===== src/rtl/fetch_decode_ctrl_pkg.sv =====
// Shared definitions for the fetch/decode sequencing controller:
// state encoding and the default bubble instruction word.
package fd_ctrl_pkg;

    typedef enum logic [2:0] {
        ST_RUN    = 3'd0,
        ST_WAIT   = 3'd1,
        ST_SQUASH = 3'd2,
        ST_HALT   = 3'd3,
        ST_ERR    = 3'd4
    } fd_state_e;

    localparam logic [15:0] NOP_INSTR_DEF = 16'h0800;

endpackage


===== src/rtl/fetch_decode_ctrl_sat_counter.sv =====
// Saturating up-counter with synchronous active-low reset; holds at
// all-ones instead of wrapping.
module sat_counter #(
    parameter int W = 16
) (
    input  logic         clk,
    input  logic         rst,
    input  logic         inc,
    output logic [W-1:0] cnt
);

    always_ff @(posedge clk) begin
        if (!rst) begin
            cnt <= '0;
        end else if (inc && (cnt != {W{1'b1}})) begin
            cnt <= cnt + 1'b1;
        end
    end

endmodule


===== src/rtl/fetch_decode_ctrl.sv =====
// Fetch/Decode sequencing: drives PC and F/D enables around a multi-cycle
// instruction memory, handling wait states, load-use holds, squashes, HALT and errors.
module fetch_decode_ctrl
    import fd_ctrl_pkg::*;
#(
    parameter logic [15:0] NOP_INSTR = NOP_INSTR_DEF,
    parameter int          CNT_W     = 16
) (
    input  logic             clk,
    input  logic             rst,
    input  logic             imem_stall,
    input  logic             imem_done,
    input  logic             imem_err,
    input  logic             ld_use_hz,
    input  logic             br_redirect,
    input  logic             halt_dec,
    output logic             imem_rd,
    output logic             pc_we,
    output logic             fd_we,
    output logic             fd_bubble,
    output logic             fd_valid,
    output logic             halted,
    output logic             err,
    output logic [CNT_W-1:0] stall_cnt,
    output logic [15:0]      fd_nop,
    output logic [2:0]       fsm_state
);

    fd_state_e state, state_nxt;

    logic active;
    logic take_err, take_br, take_halt, take_hold, take_cap;

    // Priority chain, shared by next-state and output logic so they cannot disagree.
    always_comb begin
        active    = rst && ((state == ST_RUN) || (state == ST_WAIT) || (state == ST_SQUASH));
        take_err  = active && imem_err;
        take_br   = active && !imem_err && br_redirect;
        take_halt = active && !imem_err && !br_redirect && halt_dec && fd_valid;
        take_hold = active && (state != ST_SQUASH) && !imem_err && !br_redirect
                    && !(halt_dec && fd_valid) && ld_use_hz;
        take_cap  = active && (state != ST_SQUASH) && !imem_err && !br_redirect
                    && !(halt_dec && fd_valid) && !ld_use_hz && imem_done;
    end

    always_ff @(posedge clk) begin
        if (!rst) begin
            state <= ST_RUN;
        end else begin
            state <= state_nxt;
        end
    end

    always_comb begin
        state_nxt = state;
        if (take_err) begin
            state_nxt = ST_ERR;
        end else if (take_br) begin
            // A redirect while a fetch is still in flight must drop that fetch's data.
            if (state == ST_SQUASH) begin
                state_nxt = imem_done ? ST_RUN : ST_SQUASH;
            end else begin
                state_nxt = imem_stall ? ST_SQUASH : ST_RUN;
            end
        end else if (take_halt) begin
            state_nxt = ST_HALT;
        end else if (active && (state == ST_SQUASH)) begin
            state_nxt = imem_done ? ST_RUN : ST_SQUASH;
        end else if (take_hold) begin
            state_nxt = imem_done ? ST_RUN : state;
        end else if (take_cap) begin
            state_nxt = ST_RUN;
        end else if (active && imem_stall) begin
            state_nxt = ST_WAIT;
        end
    end

    always_comb begin
        imem_rd   = 1'b0;
        pc_we     = 1'b0;
        fd_we     = 1'b0;
        fd_bubble = 1'b0;
        if (active) begin
            imem_rd = 1'b1;
            if (take_err) begin
                imem_rd = 1'b1;
            end else if (take_br) begin
                pc_we     = 1'b1;
                fd_we     = 1'b1;
                fd_bubble = 1'b1;
            end else if (take_hold) begin
                fd_we = 1'b0;
            end else if (take_cap) begin
                pc_we = 1'b1;
                fd_we = 1'b1;
            end else begin
                fd_we     = 1'b1;
                fd_bubble = 1'b1;
            end
        end else if (rst && (state == ST_HALT)) begin
            fd_we     = 1'b1;
            fd_bubble = 1'b1;
        end
    end

    always_ff @(posedge clk) begin
        if (!rst) begin
            fd_valid <= 1'b0;
            halted   <= 1'b0;
            err      <= 1'b0;
        end else begin
            if (fd_we) begin
                fd_valid <= !fd_bubble;
            end
            halted <= halted | take_halt;
            err    <= err | take_err;
        end
    end

    sat_counter #(
        .W(CNT_W)
    ) u_stall_cnt (
        .clk (clk),
        .rst (rst),
        .inc (active && !pc_we),
        .cnt (stall_cnt)
    );

    // The datapath takes its bubble word from here so there is a single source for it.
    assign fd_nop    = NOP_INSTR;
    assign fsm_state = state;

endmodule


===== config.mk =====
export PLATFORM = sky130hd
export DESIGN_NAME = fetch_decode_ctrl
export DESIGN_NICKNAME = d
export VERILOG_FILES = /design/src/rtl/fetch_decode_ctrl_pkg.sv /design/src/rtl/fetch_decode_ctrl_sat_counter.sv /design/src/rtl/fetch_decode_ctrl.sv
export SDC_FILE = /design/constraint.sdc
export NUM_CORES = 1
export LEC_CHECK = 0
export BUFFER_PORTS_ARGS = -buffer_cell sky130_fd_sc_hd__buf_2
export CAP_MARGIN = 5
export CORE_MARGIN = 3
export CORE_UTILIZATION = 49
export DETAILED_ROUTE_END_ITERATION = 8
export PLACE_DENSITY = 0.79
export SLEW_MARGIN = 20
export SYNTH_ARGS = -nofsm -noshare
export SYNTH_HDL_FRONTEND = slang
export SYNTH_SLANG_ARGS = --single-unit

===== constraint.sdc =====
create_clock -name clk -period 2.1 [get_ports clk]
set_input_delay 0.42 -clock clk [delete_from_list [all_inputs] [get_ports clk]]
set_output_delay 0.42 -clock clk [all_outputs]
set_load 0.05 [all_outputs]

==> results of run 1 <==
==> placed cells by master, fill, tap and decap left out, types with 2 or more instances in the layout <==
master and n:
buf_4 9, nand4_1 3, nor4_2 2, dfxtp_2 5, inv_1 2, nor3_1 6, clkbuf_4 3, nor2_1 7
a21oi_1 17, o21ai_0 10, nand3_1 8, or3_1 10, and2_1 2, conb_1 16, dfxtp_4 2, o31ai_1 2
mux2i_1 2, buf_2 32, or4_1 2, nand2_1 20, dfxtp_1 15
==> routing by layer <==
layer / track usage, % / wire length, um / vias up / share of wire [%]
met5: 0 / 0 / - / 0
met4: 6.80 / 46 / 0 / 1.5
met3: 3.29 / 204 / 4 / 6.4
met2: 27.9 / 1510 / 55 / 48
met1: 25.1 / 1410 / 596 / 45
li1: - / - / 670 / -
==> worst max path at each step <==
stage | cells past startpoint | startpoint | to | slack, ns
after floorplan | 5 | u_stall_cnt.cnt[7] | u_stall_cnt.cnt[11] | 0.004
after global placement | 5 | rst | fd_bubble | 0.18
after detailed placement | 7 | imem_err | u_stall_cnt.cnt[8] | 0.14
after CTS | 5 | fsm_state[0] | fd_we | 0.006
after global routing | 5 | fsm_state[0] | fd_we | -0.02
final | 4 | fsm_state[0] | fd_bubble | 0.09
==> cells by family (layout without fill, tap and decap cells) <==
group	count (synthesis)	count (layout)	synth area share, %
simple gates	77	77	32.8
compound gates	42	42	18.5
buf+inv	23	48	12.9
flops	22	22	32.3
other cells	2	16	0.551
mux	2	2	1.47
fa+ha+maj	1	1	0.918
xor+xnor	1	1	0.643
==> registers in the layout, indices dropped and copies added (netlist names) <==
register         count
fd_valid             1
u_stall_cnt.cnt     16
err                  1
fsm_state            3
halted               1
==> cell usage after synthesis, drive strengths merged, types with 2 or more instances <==
| library cell | count |
|---|---|
| a21oi | 18 |
| and2 | 3 |
| and4 | 2 |
| buf | 19 |
| clkbuf | 2 |
| conb | 2 |
| dfxtp | 22 |
| inv | 2 |
| mux2i | 2 |
| nand2 | 20 |
| nand2b | 2 |
| nand3 | 9 |
| nand4 | 3 |
| nor2 | 8 |
| nor3 | 6 |
| nor3b | 2 |
| nor4 | 3 |
| o21ai | 12 |
| o31ai | 2 |
| or3 | 10 |
| or4 | 2 |
==> power by group through the flow <==
stage | Combinational (mW) | Sequential, mW | Clock (mW)
final | 0.206 | 0.436 | 0.238
after global routing | 0.218 | 0.438 | 0.256
after CTS | 0.200 | 0.437 | 0.243
after detailed placement | 0.198 | 0.447 | 0
after global placement | 0.196 | 0.446 | 0
after floorplan | 0.162 | 0.471 | 0
==> cell type report <==
cell class | instances | share of cell area (%)
inverter | 2 | 0.471
timing repair buffer | 42 | 15.0
clock buffer | 4 | 2.28
multi-input combinational | 139 | 51.4
sequential | 22 | 28.5
tap | 30 | 2.36
==> through the flow <==
step / TNS (ns) / area [um^2] / utilization [%]
after floorplan: 0 / 1430 / -
after global placement: 0 / 1510 / 58.7
after detailed placement: 0 / 1510 / 58.7
after CTS: 0 / 1550 / 60.4
after global routing: -0.0221 / 1590 / 62.0
final: 0 / 1590 / 62.0
==> critical path: stages, from the launching register on <==
cell	delay, ns
dfxtp_4	0.39
a21oi_2	0.23
nand3b_1	0.22
o21ai_2	0.17
buf_2	0.27
==> what timing repair did <==
item / CTS / global route
setup endpoints to repair: 1 / 3
setup buffers: 0 / 3
pin swaps: 0 / 1
resized for setup: 2 / 7
hold endpoints to repair: 0 / 0
==> impl_metrics.ini, run 1 <==
[synthesis]
yosys.area.top_type = dfxtp_1
ys_warn_count = 0
synth_area_leaders = dfxtp_1 32%, buf_4 9.4%, a21oi_1 6.2%
seq_area_frac_synth_pct = 32.3
synth.cell_area_um2 = 1360
syn_avg_cell_area_um2 = 8.02
netlist_instances = 170
synth_edf_count = 0
async_flop_share_pct = 0
synth_top_area_share_pct = 32.3
synth.ff_latch_count = 22
ys.flop_type = dfxtp_1
synth_cell_types = 49

[timing]
fin_skew_ns = 0.00919
fin_ws_ns = 0.0924
tightestPinTransition_ns = 0.578
slew_headroom_pct = 61.2
timing.hold.ws_ns = 0.431
finalCritPeriodShare_pct = 95.6
fmax_ghz = 0.498
setup_viol = 0
hold_viol_final = 0
finalCriticalPeriod_ns = 2.01
slew_violations = 0

[global_route]
grt_remaining_overflow = 0
grt_max_degree = 14
grt_pass1_wl_um = 4930
grt_util_all_layers_pct = 18.1
grt_pass1_vias = 1129
grt_antenna_before_repair = 0

[power]
power_density_nw_per_um2 = 553
clkPwrFrac_pct = 27.0
switching_share_pct = 34.4
ir_worst_vdd_uv = 564
pwr-share-seq_pct = 49.6
switching_power_mw = 0.303
power_leakage_nw = 0.676
finalPower_mw = 0.880
p_int_mw = 0.577
pwr-share-comb_pct = 23.4

[drt]
drtPass1Iterations = 4
drtIter0Drc = 47
ant_nets = 0
dr_total_vias = 1325
post-route-drc-count = 0
via_per_inst = 5.54
totalWireLength_um = 3170
wl_per_cell_um = 13.3

[placed_design]
dpl_worst_slack_ns = 0.138
portBuffers = 33
place_inst = 232
gp_congestion = 0.919
dp_hpwl_um = 2420

[clocking]
clock_path_buffers = 2
cts_max_level = 1
cts_tree = yes
clk_pin_slew_worst_paths_ns = 0.12
numCtsBuffers = 3
clk_latency_ns = 0.31
cts-root-buf = clkbuf_4
numClockSinks = 22
holdBufCountCts = 0

[hold_path]
holdPathEnd = fd_valid
hold_start = imem_done
hold_path_class = in -> reg
hold_depth = 3

[final_layout]
seq_area_um2 = 454
final_cell_count_no_fill = 239
fillerInstances = 248
drive_gt1_share_pct = 32.1
multi_input_area_um2 = 818
synthToLayoutAreaGrowth_pct = 16.9
fin_nets = 219
antenna_cells = 0

[worst_setup_path]
cp_data_arrival_time_ns = 1.59
setup.worst_path.end_class = primary output
critPathLaunchType = flip-flop
r2r_slack_ns = 0.18
crit_fanout = 6
cp.required_ns = 1.68
r2r_cells = 6
r2r_end = u_stall_cnt.cnt[11]
r2r_start = fsm_state[0]
worstSetupPathType = reg -> out

[status]
outcome = complete, no violations

[die]
fp.dieH_um = 58.7
io_pins = 50
start_util_pct = 53.1
rows = 18
dieArea_um2 = 3450
die_width_um = 58.7
core-area_um2 = 2570

[job]
drv_cap = 0
(Power assumes the default switching activity.)
==> run 2, diff against run 1 <==
- HOLD_SLACK_MARGIN: not set -> 0.12
- PLACE_DENSITY: 0.79 -> not set
- PLACE_DENSITY_LB_ADDON: not set -> 0.1
==> run 2 against run 1 <==
  * Core utilization is 1.1 points lower
  * Critical endpoint is now fd_we
  * Clock skew decreased by 0.0033 ns
  * Highest routed layer unchanged
  * Power decreased by 5.7%
  * Largest power group unchanged
==> impl_metrics.ini, run 2 (synthesis results as in run 1) <==
[final_layout]
fillerInstances = 237
final_cell_count_no_fill = 236
largest_reg_flops = 16
antenna_cells = 0
finish.utilization_pct = 60.9
final_common_cell = buf_2
fin_nets = 217
drive_gt1_share_pct = 31.1
synthToLayoutAreaGrowth_pct = 14.8
regMostFlops = u_stall_cnt.cnt
final_cell_mix = 31 x buf_2, 20 x nand2_1, 17 x a21oi_1

[drt]
drtIter0Drc = 52
post-route-drc-count = 0
dr_total_vias = 1339
drtPass1Iterations = 4
ant_nets = 0
wl_per_cell_um = 13.1
via_per_inst = 5.67
totalWireLength_um = 3090

[timing]
finalCritPeriodShare_pct = 95.9
rsz0062_at_grt = no
fin_setup_tns_ns = 0
hold_viol_final = 0
finalCriticalPeriod_ns = 2.01
fmax_ghz = 0.497
setup_viol = 0
fin_ws_ns = 0.0859
tightestPinTransition_ns = 0.528
fin_skew_ns = 0.00589
slew_violations = 0
slew_headroom_pct = 64.6

[placed_design]
dp_hpwl_um = 2350
gp_congestion = 0.836
portBuffers = 33
place_inst = 232
dpl_worst_slack_ns = 0.105

[clocking]
clk_latency_ns = 0.30
clk_pin_slew_worst_paths_ns = 0.12
cts_tree = yes
cts-root-buf = clkbuf_4
holdBufCountCts = 0
cts_max_level = 1
numClockSinks = 22
clock_path_buffers = 2
numCtsBuffers = 3

[die]
core-area_um2 = 2570
rows = 18
fp.dieH_um = 58.7
io_pins = 50
die_width_um = 58.7
start_util_pct = 53.1
dieArea_um2 = 3450

[status]
outcome = complete, no violations

[power]
power_leakage_nw = 0.658
finalPower_mw = 0.830
ir_worst_vdd_uv = 359
power_density_nw_per_um2 = 531

[worst_setup_path]
crit_chain = or3b_4 > nand3_1 > nand2_1 > nand2_1 > buf_4
cp_data_arrival_time_ns = 1.59
worstSetupPathType = reg -> out
r2r_slack_ns = 0.11
critPathLaunchType = flip-flop
path_buf_inv = 1
cp.required_ns = 1.68
crit_fanout = 6
setup.worst_path.end_class = primary output
crit_top_cell = nand2_1
r2r_start = u_stall_cnt.cnt[0]
crit_family = simple AND/OR/NAND/NOR gates
cp_slowest_cell = or3b_4
critPathLaunch = fsm_state[0]
crit_path_max_incr_delay_ns = 0.43

[global_route]
grt_antenna_before_repair = 0
grt_util_all_layers_pct = 18.7
grt_remaining_overflow = 0
grt_max_degree = 13
grt_pass1_vias = 1126
grt_pass1_wl_um = 5110

[job]
drv_cap = 0

[hold_path]
hold_start = imem_done
hold_path_class = in -> reg
run 2: cell count changes in the layout (fill, tap and decap cells not counted), sizes merged:
cell	delta
buf	-3
run 2: report_power, final:
part	leakage, nW	internal [mW]	switching, mW
sequential	0.181	0.425	0.0131
combinational	0.463	0.0454	0.158
clock	0.0138	0.0669	0.121
total	0.658	0.537	0.293
run 2: layer usage:
layer | vias up | wire length, um | GRT usage, % | share of wire (%)
met3 | 2 | 217 | 3.29 | 7.0
li1 | 659 | - | - | -
met4 | 0 | 18 | 5.50 | 0.58
met1 | 624 | 1490 | 27.0 | 48
met5 | - | 0 | 0 | 0
met2 | 54 | 1370 | 28.1 | 44
run 2: cell type report:
| class | count | area, um^2 | share of cell area [%] |
|---|---|---|---|
| multi-input combinational | 139 | 822 | 52.6 |
| sequential | 22 | 452 | 28.9 |
| timing repair buffer | 40 | 223 | 14.2 |
| tap | 30 | 37.5 | 2.40 |
| clock buffer | 3 | 22.5 | 1.44 |
| inverter | 2 | 7.51 | 0.480 |
run 2: metrics by stage:
step	hold WS (ns)	area, um^2
floorplan	0.561	1430
global placement	0.447	1510
detailed placement	0.458	1510
CTS	0.432	1530
global route	0.454	1560
finish	0.448	1560
run 2: final timing paths:
| kind | cells past startpoint | to |
|---|---|---|
| worst max-delay path | 5 | fd_we |
| worst min-delay path | 3 | fd_valid |
| worst max register to register | 7 | u_stall_cnt.cnt[7] |
| worst min register to register | 2 | err |
run 2: what timing repair did:
action	in CTS	in global routing
pin swaps	0	0
gates resized for setup	1	8
buffers inserted	0	1
setup endpoints to repair	1	11
run 2: tightest hold or removal path, delay by kind of cell:
family	cells	cell delay, ns
buffers and inverters	1	0.13
AND/OR/NAND/NOR	1	0.10
AO/OA/AOI/OAI	1	0.06
